==> src/rtl/crc_stream_pkg.sv <==
// Shared definitions for the streaming CRC engine: FSM states, reflection
// helpers and parameter sets for the common CRC standards.
package crc_stream_pkg;

    typedef enum logic [1:0] {
        ST_IDLE = 2'd0,
        ST_RUN  = 2'd1,
        ST_DONE = 2'd2
    } state_t;

    localparam int unsigned MAX_WIDTH = 64;

    // CRC-8
    localparam int unsigned CRC8_WIDTH  = 8;
    localparam logic [7:0]  CRC8_POLY   = 8'h07;
    localparam logic [7:0]  CRC8_INIT   = 8'h00;
    localparam bit          CRC8_REFIN  = 1'b0;
    localparam bit          CRC8_REFOUT = 1'b0;
    localparam logic [7:0]  CRC8_XOROUT = 8'h00;

    // CRC-16/CCITT-FALSE
    localparam int unsigned CCITT_WIDTH  = 16;
    localparam logic [15:0] CCITT_POLY   = 16'h1021;
    localparam logic [15:0] CCITT_INIT   = 16'hFFFF;
    localparam bit          CCITT_REFIN  = 1'b0;
    localparam bit          CCITT_REFOUT = 1'b0;
    localparam logic [15:0] CCITT_XOROUT = 16'h0000;

    // CRC-16/MODBUS
    localparam int unsigned MODBUS_WIDTH  = 16;
    localparam logic [15:0] MODBUS_POLY   = 16'h8005;
    localparam logic [15:0] MODBUS_INIT   = 16'hFFFF;
    localparam bit          MODBUS_REFIN  = 1'b1;
    localparam bit          MODBUS_REFOUT = 1'b1;
    localparam logic [15:0] MODBUS_XOROUT = 16'h0000;

    // CRC-32
    localparam int unsigned CRC32_WIDTH  = 32;
    localparam logic [31:0] CRC32_POLY   = 32'h04C11DB7;
    localparam logic [31:0] CRC32_INIT   = 32'hFFFFFFFF;
    localparam bit          CRC32_REFIN  = 1'b1;
    localparam bit          CRC32_REFOUT = 1'b1;
    localparam logic [31:0] CRC32_XOROUT = 32'hFFFFFFFF;

    function automatic logic [7:0] reflect8(input logic [7:0] b);
        logic [7:0] r;
        for (int i = 0; i < 8; i++) begin
            r[3'(i)] = b[3'(7 - i)];
        end
        return r;
    endfunction

    // Reflects the low w bits of v; bits at and above w come back zero.
    function automatic logic [MAX_WIDTH-1:0] reflect_w(input logic [MAX_WIDTH-1:0] v,
                                                      input int unsigned w);
        logic [MAX_WIDTH-1:0] r;
        r = '0;
        for (int unsigned i = 0; i < MAX_WIDTH; i++) begin
            if (i < w) begin
                r[6'(i)] = v[6'(w - 1 - i)];
            end
        end
        return r;
    endfunction

endpackage

==> src/rtl/crc_byte_step.sv <==
// One-byte combinational CRC update, MSB-first in the normal (unreflected)
// register domain; input bytes are reflected first when REFIN is set.
module crc_byte_step
    import crc_stream_pkg::*;
#(
    parameter int unsigned      WIDTH = 32,
    parameter logic [WIDTH-1:0] POLY  = WIDTH'(32'h04C11DB7),
    parameter bit               REFIN = 1'b1
) (
    input  logic [WIDTH-1:0] i_crc,
    input  logic [7:0]       i_byte,
    output logic [WIDTH-1:0] o_crc
);

    logic [7:0]       w_byte;
    logic [WIDTH-1:0] w_crc;

    always_comb begin
        w_byte = REFIN ? reflect8(i_byte) : i_byte;
        w_crc  = i_crc ^ (WIDTH'(w_byte) << (WIDTH - 8));
        for (int i = 0; i < 8; i++) begin
            w_crc = w_crc[WIDTH-1] ? ((w_crc << 1) ^ POLY) : (w_crc << 1);
        end
    end

    assign o_crc = w_crc;

endmodule

==> src/rtl/crc_stream.sv <==
// Streaming CRC engine: BYTES bytes per beat in, one held result per frame out.
// Optional CRC_STREAM_CHECK_EN adds a crc_expect input and a registered crc_err flag.
module crc_stream
    import crc_stream_pkg::*;
#(
    parameter int unsigned      WIDTH  = 32,
    parameter logic [WIDTH-1:0] POLY   = WIDTH'(32'h04C11DB7),
    parameter logic [WIDTH-1:0] INIT   = WIDTH'(32'hFFFFFFFF),
    parameter bit               REFIN  = 1'b1,
    parameter bit               REFOUT = 1'b1,
    parameter logic [WIDTH-1:0] XOROUT = WIDTH'(32'hFFFFFFFF),
    parameter int unsigned      BYTES  = 4
) (
    input  logic                         clk,
    input  logic                         rst,
    input  logic                         in_valid,
    output logic                         in_ready,
    input  logic [8*BYTES-1:0]           in_data,
    input  logic                         in_last,
    input  logic [$clog2(BYTES+1)-1:0]   in_nbytes,
`ifdef CRC_STREAM_CHECK_EN
    input  logic [WIDTH-1:0]             crc_expect,
    output logic                         crc_err,
`endif
    output logic                         res_valid,
    input  logic                         res_ready,
    output logic [WIDTH-1:0]             crc_out
);

    localparam int unsigned NB_W = $clog2(BYTES + 1);

    state_t            r_state;
    state_t            w_state_nxt;
    logic              r_in_ready;
    logic              r_res_valid;
    logic [WIDTH-1:0]  r_crc;
    logic [WIDTH-1:0]  r_crc_out;

    logic              w_accept;
    logic [WIDTH-1:0]  w_seed;
    logic [WIDTH-1:0]  w_taps [BYTES+1];
    logic [NB_W-1:0]   w_nsel;
    logic [WIDTH-1:0]  w_crc_step;
    logic [WIDTH-1:0]  w_crc_fin;

    assign w_accept = in_valid & r_in_ready;
    assign w_seed   = (r_state == ST_IDLE) ? INIT : r_crc;

    // Unrolled byte chain; tap k holds the register after bytes 0..k-1.
    assign w_taps[0] = w_seed;
    for (genvar k = 0; k < BYTES; k++) begin : g_step
        logic [WIDTH-1:0] w_in;
        logic [WIDTH-1:0] w_out;
        if (k == 0) begin : g_first
            assign w_in = w_seed;
        end else begin : g_next
            assign w_in = g_step[k-1].w_out;
        end
        crc_byte_step #(
            .WIDTH (WIDTH),
            .POLY  (POLY),
            .REFIN (REFIN)
        ) u_step (
            .i_crc  (w_in),
            .i_byte (in_data[8*k +: 8]),
            .o_crc  (w_out)
        );
        assign w_taps[k+1] = w_out;
    end

    // Byte count: full beat unless a last beat names a count in 1..BYTES.
    always_comb begin
        w_nsel = NB_W'(BYTES);
        if (in_last && (in_nbytes != '0) && (in_nbytes <= NB_W'(BYTES))) begin
            w_nsel = in_nbytes;
        end
    end

    assign w_crc_step = w_taps[w_nsel];
    assign w_crc_fin  = (REFOUT ? WIDTH'(reflect_w(MAX_WIDTH'(w_crc_step), WIDTH))
                                : w_crc_step) ^ XOROUT;

    always_ff @(posedge clk) begin
        if (rst) begin
            r_state <= ST_IDLE;
        end else begin
            r_state <= w_state_nxt;
        end
    end

    always_comb begin
        w_state_nxt = r_state;
        case (r_state)
            ST_IDLE, ST_RUN: begin
                if (w_accept) begin
                    w_state_nxt = in_last ? ST_DONE : ST_RUN;
                end
            end
            ST_DONE: begin
                if (res_ready) begin
                    w_state_nxt = ST_IDLE;
                end
            end
            default: w_state_nxt = ST_IDLE;
        endcase
    end

    // Handshake flags track the next state so they line up with it.
    always_ff @(posedge clk) begin
        if (rst) begin
            r_crc       <= INIT;
            r_in_ready  <= 1'b0;
            r_res_valid <= 1'b0;
            r_crc_out   <= '0;
        end else begin
            r_in_ready  <= (w_state_nxt != ST_DONE);
            r_res_valid <= (w_state_nxt == ST_DONE);
            if (w_accept) begin
                r_crc <= w_crc_step;
                if (in_last) begin
                    r_crc_out <= w_crc_fin;
                end
            end else if ((r_state == ST_DONE) && res_ready) begin
                r_crc <= INIT;
            end
        end
    end

`ifdef CRC_STREAM_CHECK_EN
    logic r_crc_err;

    always_ff @(posedge clk) begin
        if (rst) begin
            r_crc_err <= 1'b0;
        end else if (w_accept && in_last) begin
            r_crc_err <= (w_crc_fin != crc_expect);
        end
    end

    assign crc_err = r_crc_err;
`endif

    assign in_ready  = r_in_ready;
    assign res_valid = r_res_valid;
    assign crc_out   = r_crc_out;

endmodule

==> config.mk <==
export PLATFORM = sky130hd
export DESIGN_NAME = crc_stream
export DESIGN_NICKNAME = d
export VERILOG_FILES = /design/src/rtl/crc_stream_pkg.sv /design/src/rtl/crc_byte_step.sv /design/src/rtl/crc_stream.sv
export SDC_FILE = /design/constraint.sdc
export NUM_CORES = 1
export LEC_CHECK = 0
export ABC_AREA = 1
export CORE_MARGIN = 10
export CORE_UTILIZATION = 54
export CTS_BUF_LIST = sky130_fd_sc_hd__clkbuf_8
export DETAILED_ROUTE_END_ITERATION = 6
export PLACE_DENSITY = 0.87
export SKIP_LAST_GASP = 1
export SYNTH_ARGS = -nofsm -noshare
export SYNTH_HDL_FRONTEND = slang
export SYNTH_SLANG_ARGS = --single-unit
==> constraint.sdc <==
create_clock -name clk -period 2.75 [get_ports clk]
set_input_delay 0.275 -clock clk [delete_from_list [all_inputs] [get_ports clk]]
set_output_delay 0.275 -clock clk [all_outputs]
set_load 0.05 [all_outputs]
# Word-level counts from Yosys, hierarchy flattened
# Index checks and enable logic that the tools add are counted.
# classes
n_mul	0
n_shift	0
n_div	0
eq_ne	4
reduce_logical	8
magnitude_cmp	2
bitwise	3
addsub	0
muxes	11
# op_table
operator	count
$mux 32	5
$bmux 32 s3	1
$not 32->32	1
$mux 2	3
$eq 2x2->1 const B	2
$ge 4x4->1 const B	1
$not 3->4	1
$pmux 2 s2	1
$le 3x3->1 const B	1
$logic_and 1x1->1	3
$mux 3	1
$reduce_bool 3->1	1
$eq 2x1->1 const B	1
$logic_not 2->1	1
$ne 2x2->1 const B	1
$reduce_and 2->1	1
$reduce_bool 2->1	1
$reduce_or 2->1	1
$and 1x1->1	1
# word_totals
register_bits	68
latchBits	0
out_inout_bits	34
mem_count	0
wordCells	33
mem_bits_rw	0
mem_bits_ro	0
input_bits	40

# Logic depth before layout (Yosys ltp)
# Gate-level depths: netlist of the first run.
# logic_depth
word_depth	9
depth_mapped	9
ltp_nobuf	8

# By module
# Synthesis of the first run repeated with hierarchy kept, for this count alone.
# unflattened
cells_unflattened	1038
hier_area_um2	6095.8
# by_module_without_submodules
mod	cells_each	seq_area_each_um2	instances	area_per_inst_um2
crc_stream	906	1361.3	1	5119.9
crc_byte_step	33	0.0	4	244.0

# Least setup slack after synthesis of the first run
# OpenSTA, ideal clock, no wires.
# synth_path
kind	register to register
start	register r_in_ready (netlist: in_ready)
end	register r_crc_out[10] (netlist: crc_out[10])
arrival_ps	1498
path_buffers	2
setup_time_ps	120
required_time_ps	2630
slack_ps	1132
period_less_slack_ps	1618
stages_incl_launch_ff	8
path_cell_list	dfxtp_1 > nand2_2 > inv_4 > nand2_2 > inv_2 > buf_4 > buf_2 > a21oi_1
# synth_between
elab_chain_cells	2
# synth_rtl
item	line	text
from (decl)	crc_stream.sv:34	logic r_in_ready;
from (signal assigned)	crc_stream.sv:116	r_in_ready <= (w_state_nxt != ST_DONE);
$and 1x1->1	crc_stream.sv:46	assign w_accept = in_valid & r_in_ready;
$reduce_and 2->1 (no source line)	-	
to (signal assigned)	crc_stream.sv:121	r_crc_out <= w_crc_fin;
to (decl)	crc_stream.sv:37	logic [WIDTH-1:0] r_crc_out;
# Every way passes these cells.
# A chain may end at the register's enable or synchronous reset.

# Worst setup path after layout of the first run
# layout_path
start	register r_state[0]
end	register r_crc[0]
# layout_between
elab_chain_cells	6
elab_cells_between_ends	9
classes_between	eq/ne (1); mux (5); reduce/logical (3)
# layout_rtl
item	line	text
from (decl)	crc_stream.sv:32	state_t r_state;
from (signal assigned)	crc_stream.sv:87	r_state <= w_state_nxt;
$logic_not 2->1	crc_stream.sv:47	assign w_seed = (r_state == ST_IDLE) ? INIT : r_crc;
$mux 32	crc_stream.sv:47	
$bmux 32 s3	crc_stream.sv:79	assign w_crc_step = w_taps[w_nsel];
$mux 32 (implied by the code) (2 in a row)	crc_stream.sv:79	
$mux 32	crc_stream.sv:118	if (w_accept) begin
to (signal assigned)	crc_stream.sv:119	r_crc <= w_crc_step;
to (decl)	crc_stream.sv:36	logic [WIDTH-1:0] r_crc;
# Several ways; a longest one is shown, not always the timed one. The select of a mux whose other input is x is not followed.

==> reports/results.tsv, run 1 <==
metric	value	unit
register bit count reported by yosys	60	
Largest stage delay, worst path	600	ps
EDFF count, synth	0	
top cells by area, synth	dfxtp_1 42%, nand2_1 13%, o21ai_0 7.1%	
gr ovfl total	0	
IR drop worst, VDD	0.4110	mV
Fin Setup TNS	0	ps
GPL Wtd Cong	0.8173	
die width	92.43	um
largest family of logic cells by synthesized area	compound AO/OA/AOI/OAI gates	
Rows	26	
adder-cell share of the synthesized area	0	%
mux cell area share after synthesis	0	%
type of the worst setup path	register to register	
I/O Buffers	41	
die footprint	8542	um2
share of cells above drive strength 1	11.86	%
final worst-path cycle share	66.83	%
largest net degree at the start of global routing	43	
worst slack, placed	598.8	ps
post-synth cell types	28	
startpoint types	register	
RSZ-0062 raised after global routing	false	
syn_nets	420	
worst-path cell chain	inv_1 -> a31oi_4 -> inv_2 -> a21oi_4 -> nand2_1	
CTS Hold Bufs	0	
wirelength, routed	6238	um
Initial Util	55.46	%
final hold violation count	0	
Hold Crit Start	r_crc[4]	
antenna-violating nets left	0	
status	finished, final reports clean	
arrival time at the worst endpoint	2040	ps
via count	2463	
CTS buffer count	9	
register area	1201	um2
Async SR Flop Fraction	0	%
crit end category	register	
share of the yosys chip area belonging to registers	42.40	%
Worst slew margin	53.22	%
crit path max fanout	25	
Worst-path clk slew	60	ps
commonest cells in the netlist	97 x nand2_1, 60 x dfxtp_1, 40 x o21ai_0, 30 x inv_1, 27 x nor2_1	
Final setup viols	0	
# resized after CTS	0	
drt wl/cell	12.92	um
Final HPWL DP	4324	um
post-synth top area share	42.40	%
clock tree from TritonCTS	yes	
CTS root buffer	clkbuf_8	
CTS H-tree depth	3	
synth warn	0	
area of the multi-input gates	1301	um2
cell family with most CP delay	compound AO/OA/AOI/OAI gates	
final worst setup slack	912.2	ps
Residual DRC	0	
Final Skew	6.236	ps
Max-cap violations	0	
Max Fclk	544.1	MHz
Pre-antenna DRT Iters	5	
Fin Hold WS	454.5	ps
Most used DFF post-synth	dfxtp_1	
post-DR vias/cell	5.099	
vias in the first global route	2246	
Longest Clk Path Bufs	2	
Synth-to-Final Area Change	17.76	%
Cell Area, Synth	2833	um2
post-synthesis simple-gate area fraction	22.97	%
power per cell area	620.5	nW/um2
CP max stage cell	dfxtp_1	
initial antenna violation count	0	
max-slew violations	0	
Chip Height	92.43	um
CTS Sinks	60	
worst min path class	register to register	
worst path required time	2960	ps
Synth Area per Inst	7.455	um2
worst path bufs/invs	2	
Tmin final	1838	ps
Top-Level Pins	74	
cell taking the most area after synthesis	dfxtp_1	
n_diodes	0	
critical path startpoint	r_state[0]	
Initial DRC Count	228	
Worst-Skew Late Latency	330	ps
Post-Synth XOR/XNOR Area	0	%
GR Util All Layers	14.88	%
cells after synthesis	380	
postcts setup bufs	0	
reg-to-reg startpoint	r_state[0]	
worst slew pin tran	701.0	ps
core outline area	5107	um2
nets@finish	448	
cell with the most instances after synthesis	nand2_1	
Leak Pwr	0.001503	uW
post-synthesis compound-gate area fraction	22.97	%
first-pass GRT wire length	10580	um
Final Core Density	65.31	%
Filler cells	439	
-- power by group --
group / switching (uW) / internal [uW] / total (uW) / leakage, uW
Clock: 318 / 406 / 724 / 0.000104
Combinational: 258 / 123 / 381 / 0.000907
Sequential: 36.3 / 928 / 965 / 0.000493
Total: 612 / 1460 / 2070 / 0.00150
-- through the flow --
step / total power, uW / cells / instance area (um2)
after global routing: 2177 / 483 / 3336
after global placement: 1350 / 467 / 3153
after detailed placement: 1361 / 467 / 3153
final: 2070 / 483 / 3336
after floorplan: 1275 / 380 / 2833
after CTS: 2086 / 483 / 3336
-- layout by cell type (no fill, tap or decap), types with 8 or more instances in the layout --
cell | synthesis | layout
clkbuf_8 | 0 | 9
o21a_1 | 8 | 8
inv_1 | 30 | 31
o21ai_1 | 26 | 26
o21bai_1 | 8 | 8
nor2_1 | 27 | 27
o21ai_2 | 8 | 8
clkdlybuf4s50_1 | 0 | 41
nand2_1 | 97 | 97
dfxtp_1 | 60 | 60
nand2_2 | 12 | 12
a21oi_1 | 17 | 17
o21ai_0 | 40 | 40
-- worst paths after layout --
path / to / slack (ps) / cells past startpoint
min reg2reg: r_crc[4] / 450 / 2
min: r_crc[4] / 450 / 2
max: r_crc[0] / 910 / 5
max reg2reg: r_crc[0] / 910 / 5
-- area by class of cell --
class | instances | area share [%]
inverter | 34 | 3.901
clock inverter | 7 | 1.763
clock buffer | 9 | 3.713
multi-input combinational | 259 | 39.01
sequential | 60 | 36.01
timing repair buffer | 44 | 12.98
tap | 70 | 2.626
-- cells by family after synthesis --
logic type,Yosys count
AO/OA/AOI/OAI,110
buffers and inverters,61
flip-flops,60
AND/OR/NAND/NOR,149
-- per-layer routing --
metal	track usage [%]	routed length, um	share of wire (%)
met3	5.165	617	9.9
met2	22.12	2705	43
met5	0	0	0
met1	19.04	2867	46
met4	6.555	47	0.75
-- state kept, by name, indices dropped and copies added (netlist names) --
| name | flops |
|---|---|
| crc_out | 32 |
| res_valid | 1 |
| in_ready | 1 |
| r_crc | 24 |
| r_state | 2 |
-- worst min-delay path, delay by kind of cell (launching register included) --
kind,cells,cell delay (ps)
DFF,1,310
and+or+nand+nor,2,100
No activity file was read; power rests on OpenSTA's default activity.
==> inputs of run 2 (changes only) <==
- CORE_UTILIZATION: 54 -> 45
- PLACE_DENSITY: 0.87 -> 0.78
- clock period: 2.75 -> 1.5 ns (I/O delays scaled with it)
==> run 2 against run 1 <==
Against the previous run:
- worst hold slack improved by 3.4 ps
- routed wire length rose by 1.9%
- non-clock buffer count increased by 15
- setup slack worse by 760 ps
- register-to-register slack worse by 760 ps
- count of clock-buffer cells in the layout is the same
- critical endpoint is now crc_out[17]
- largest cell class unchanged
==> reports/results.tsv, run 2 (same netlist as run 1, synthesis figures left out) <==
metric	value	unit	change
final hold violation count	0		unchanged
Max-cap violations	0		unchanged
startpoint types	register		unchanged
vias in the first global route	2316		was 2246
worst slew pin tran	315.1	ps	was 701.0 ps
first-pass GRT wire length	10860	um	was 10580 um
Rows	28		was 26
arrival time at the worst endpoint	1590	ps	was 2040 ps
worst min path class	register to register		unchanged
IR drop worst, VDD	0.7659	mV	was 0.4110 mV
CTS Hold Bufs	0		unchanged
final std cells w/o fill	504		was 483
I/O Buffers	41		unchanged
core outline area	6026	um2	was 5107 um2
CTS Sinks	60		unchanged
antenna-violating nets left	0		unchanged
Switching Fraction	27.60	%	was 29.59%
depth of the most critical reg-to-reg path	6		was 5
Hold Crit Start	r_crc[0]		was r_crc[4]
Synth-to-Final Area Change	23.37	%	was 17.76%
sw power	1161	uW	was 612.5 uW
worst path required time	1740	ps	was 2960 ps
CTS root buffer	clkbuf_8		unchanged
Reg power frac	42.0	%	was 46.6%
die width	99.34	um	was 92.43 um
worst slack, placed	-159.7	ps	was 598.8 ps
clock tree from TritonCTS	yes		unchanged
Placed Instances	487		was 467
share of cells above drive strength 1	23.31	%	was 11.86%
cell family with most CP delay	simple AND/OR/NAND/NOR gates		was compound AO/OA/AOI/OAI gates
CTS buffer count	9		unchanged
Worst-path clk slew	60	ps	about the same
worst-path cell chain	nor2_4 -> nor2_1 -> o21ai_1 -> nand2_1 -> o21bai_1 -> inv_1		was inv_1 -> a31oi_4 -> inv_2 -> a21oi_4 -> nand2_1
Tmin final	1345	ps	was 1838 ps
final worst setup slack	155.3	ps	was 912.2 ps
CP max stage cell	dfxtp_1		unchanged
die footprint	9868	um2	was 8542 um2
commonest non-fill, non-tap cell in the layout	nand2_1		unchanged
Power, Total	4205	uW	was 2070 uW
power per cell area	1203	nW/um2	was 620.5 nW/um2
final worst-path cycle share	89.65	%	was 66.83%
largest net degree at the start of global routing	41		was 43
reg-to-reg startpoint	r_state[1]		was r_state[0]
Final Skew	7.211	ps	was 6.236 ps
crit path max fanout	12		was 25
Gate power share	17.7	%	was 18.4%
n_diodes	0		unchanged
type of the worst setup path	register to register		unchanged
GR Util All Layers	13.25	%	was 14.88%
Largest stage delay, worst path	400	ps	was 600 ps
Residual DRC	0		unchanged
clock share of power	40.3	%	was 35.0%
Top-Level Pins	74		unchanged
nets@finish	464		was 448
drt wl/cell	12.62	um	was 12.92 um
Chip Height	99.34	um	was 92.43 um
max reg flops	32		unchanged
reg2reg end	crc_out[17]		was r_crc[0]
hold path cells	2		unchanged
Worst slew margin	78.94	%	was 53.22%
post-DR vias/cell	4.843		was 5.099
worst-case hold path end point	r_crc[0]		was r_crc[4]
Longest Clk Path Bufs	2		unchanged
max-slew violations	0		unchanged
Final Core Density	57.99	%	was 65.31%
Final HPWL DP	4619	um	was 4324 um
worst path bufs/invs	1		was 2
status	finished, final reports clean		unchanged
CTS H-tree depth	3		unchanged
RSZ-0062 raised after global routing	false		unchanged
R2R setup slack	160	ps	was 910 ps
initial antenna violation count	0		unchanged
Leak Pwr	0.001685	uW	was 0.001503 uW
Max Fclk	743.7	MHz	was 544.1 MHz
Initial Util	47.01	%	was 55.46%
Pre-antenna DRT Iters	4		was 5
most frequent cells in the layout	97 x nand2_1, 58 x dfxtp_1, 47 x buf_4		was 97 x nand2_1, 60 x dfxtp_1, 41 x clkdlybuf4s50_1
gr ovfl total	0		unchanged
Worst-Skew Late Latency	350	ps	was 330 ps
crit end category	register		unchanged
Internal Power	3045	uW	was 1457 uW
wirelength, routed	6358	um	was 6238 um
GPL Wtd Cong	0.8114		was 0.8173
via count	2441		was 2463
Final setup viols	0		unchanged
Fin Setup TNS	0	ps	unchanged
Initial DRC Count	103		was 228
## run 2: cell count changes in the layout (fill, tap and decap cells not counted), sizes merged
cell           delta
buf              +49
bufinv            +2
clkdlybuf4s50    -34
clkinv            -3
inv               +1
nor2              +1
## run 2: repair_timing
action / 4_1_cts / 5_1_grt
buffers inserted: 0 / 0
cloned: 1 / 0
endpoints found under the hold margin: 0 / 0
pin swaps: 1 / 0
gates resized for setup: 0 / 2
endpoints found under the setup margin: 3 / 7
## run 2: power groups by stage
stage / combinational [uW] / sequential, uW / clock [uW]
floorplan: 379 / 1960 / 0
global placement: 728 / 1790 / 0
detailed placement: 741 / 1800 / 0
CTS: 747 / 1760 / 1750
global route: 820 / 1780 / 1820
finish: 745 / 1770 / 1690
## run 2: area by class of cell
type                            instances  area (um2)
Fill cell                             576        2531
Multi-Input combinational cell        260        1313
Sequential cell                        60        1204
Timing Repair Buffer                   59       523.0
Inverter                               34       130.1
Clock buffer                            9       123.9
Clock inverter                          7       107.6
Tap cell                               75       93.84
## run 2: worst max-delay path by stage
stage	startpoint	endpoint	slack (ps)	cells past startpoint
after floorplan	in_ready	crc_out[10]	80	7
after global placement	in_last	crc_out[17]	-110	8
after detailed placement	in_last	crc_out[19]	-160	8
after CTS	r_state[0]	crc_out[22]	50	6
after global routing	r_state[1]	r_crc[9]	40	7
final	r_state[1]	crc_out[17]	160	6
## run 2: through the flow
stage	hold slack (ps)	cell area, um2
2_1_floorplan	211.7	2834
3_3_place_gp	440.5	3251
3_5_place_dp	443.9	3251
4_1_cts	456.5	3488
5_1_grt	463.3	3495
6_report	458.0	3495
## run 2: routing by layer
| metal | up-vias | part of all wire (%) | routed length, um | GRT usage (%) |
|---|---|---|---|---|
| li1 | 1304 | - | - | - |
| met1 | 1061 | 49 | 3097 | 16.42 |
| met2 | 66 | 42 | 2688 | 19.79 |
| met3 | 10 | 7.5 | 475 | 5.536 |
| met4 | 0 | 1.5 | 97 | 5.402 |
| met5 | - | 0 | 0 | 0 |
## run 2: worst reg2reg max path, cell delays in order, from the launching register on
cell and delay [ps]:
dfxtp_1 400, nor2_4 250, nor2_1 90, o21ai_1 200
nand2_1 120, o21bai_1 130, inv_1 50
==> inputs of run 3 (changes only) <==
- SLEW_MARGIN: default -> 30
==> results of run 3 <==
The final DEF is identical to that of run 2; final timing and power are the same.
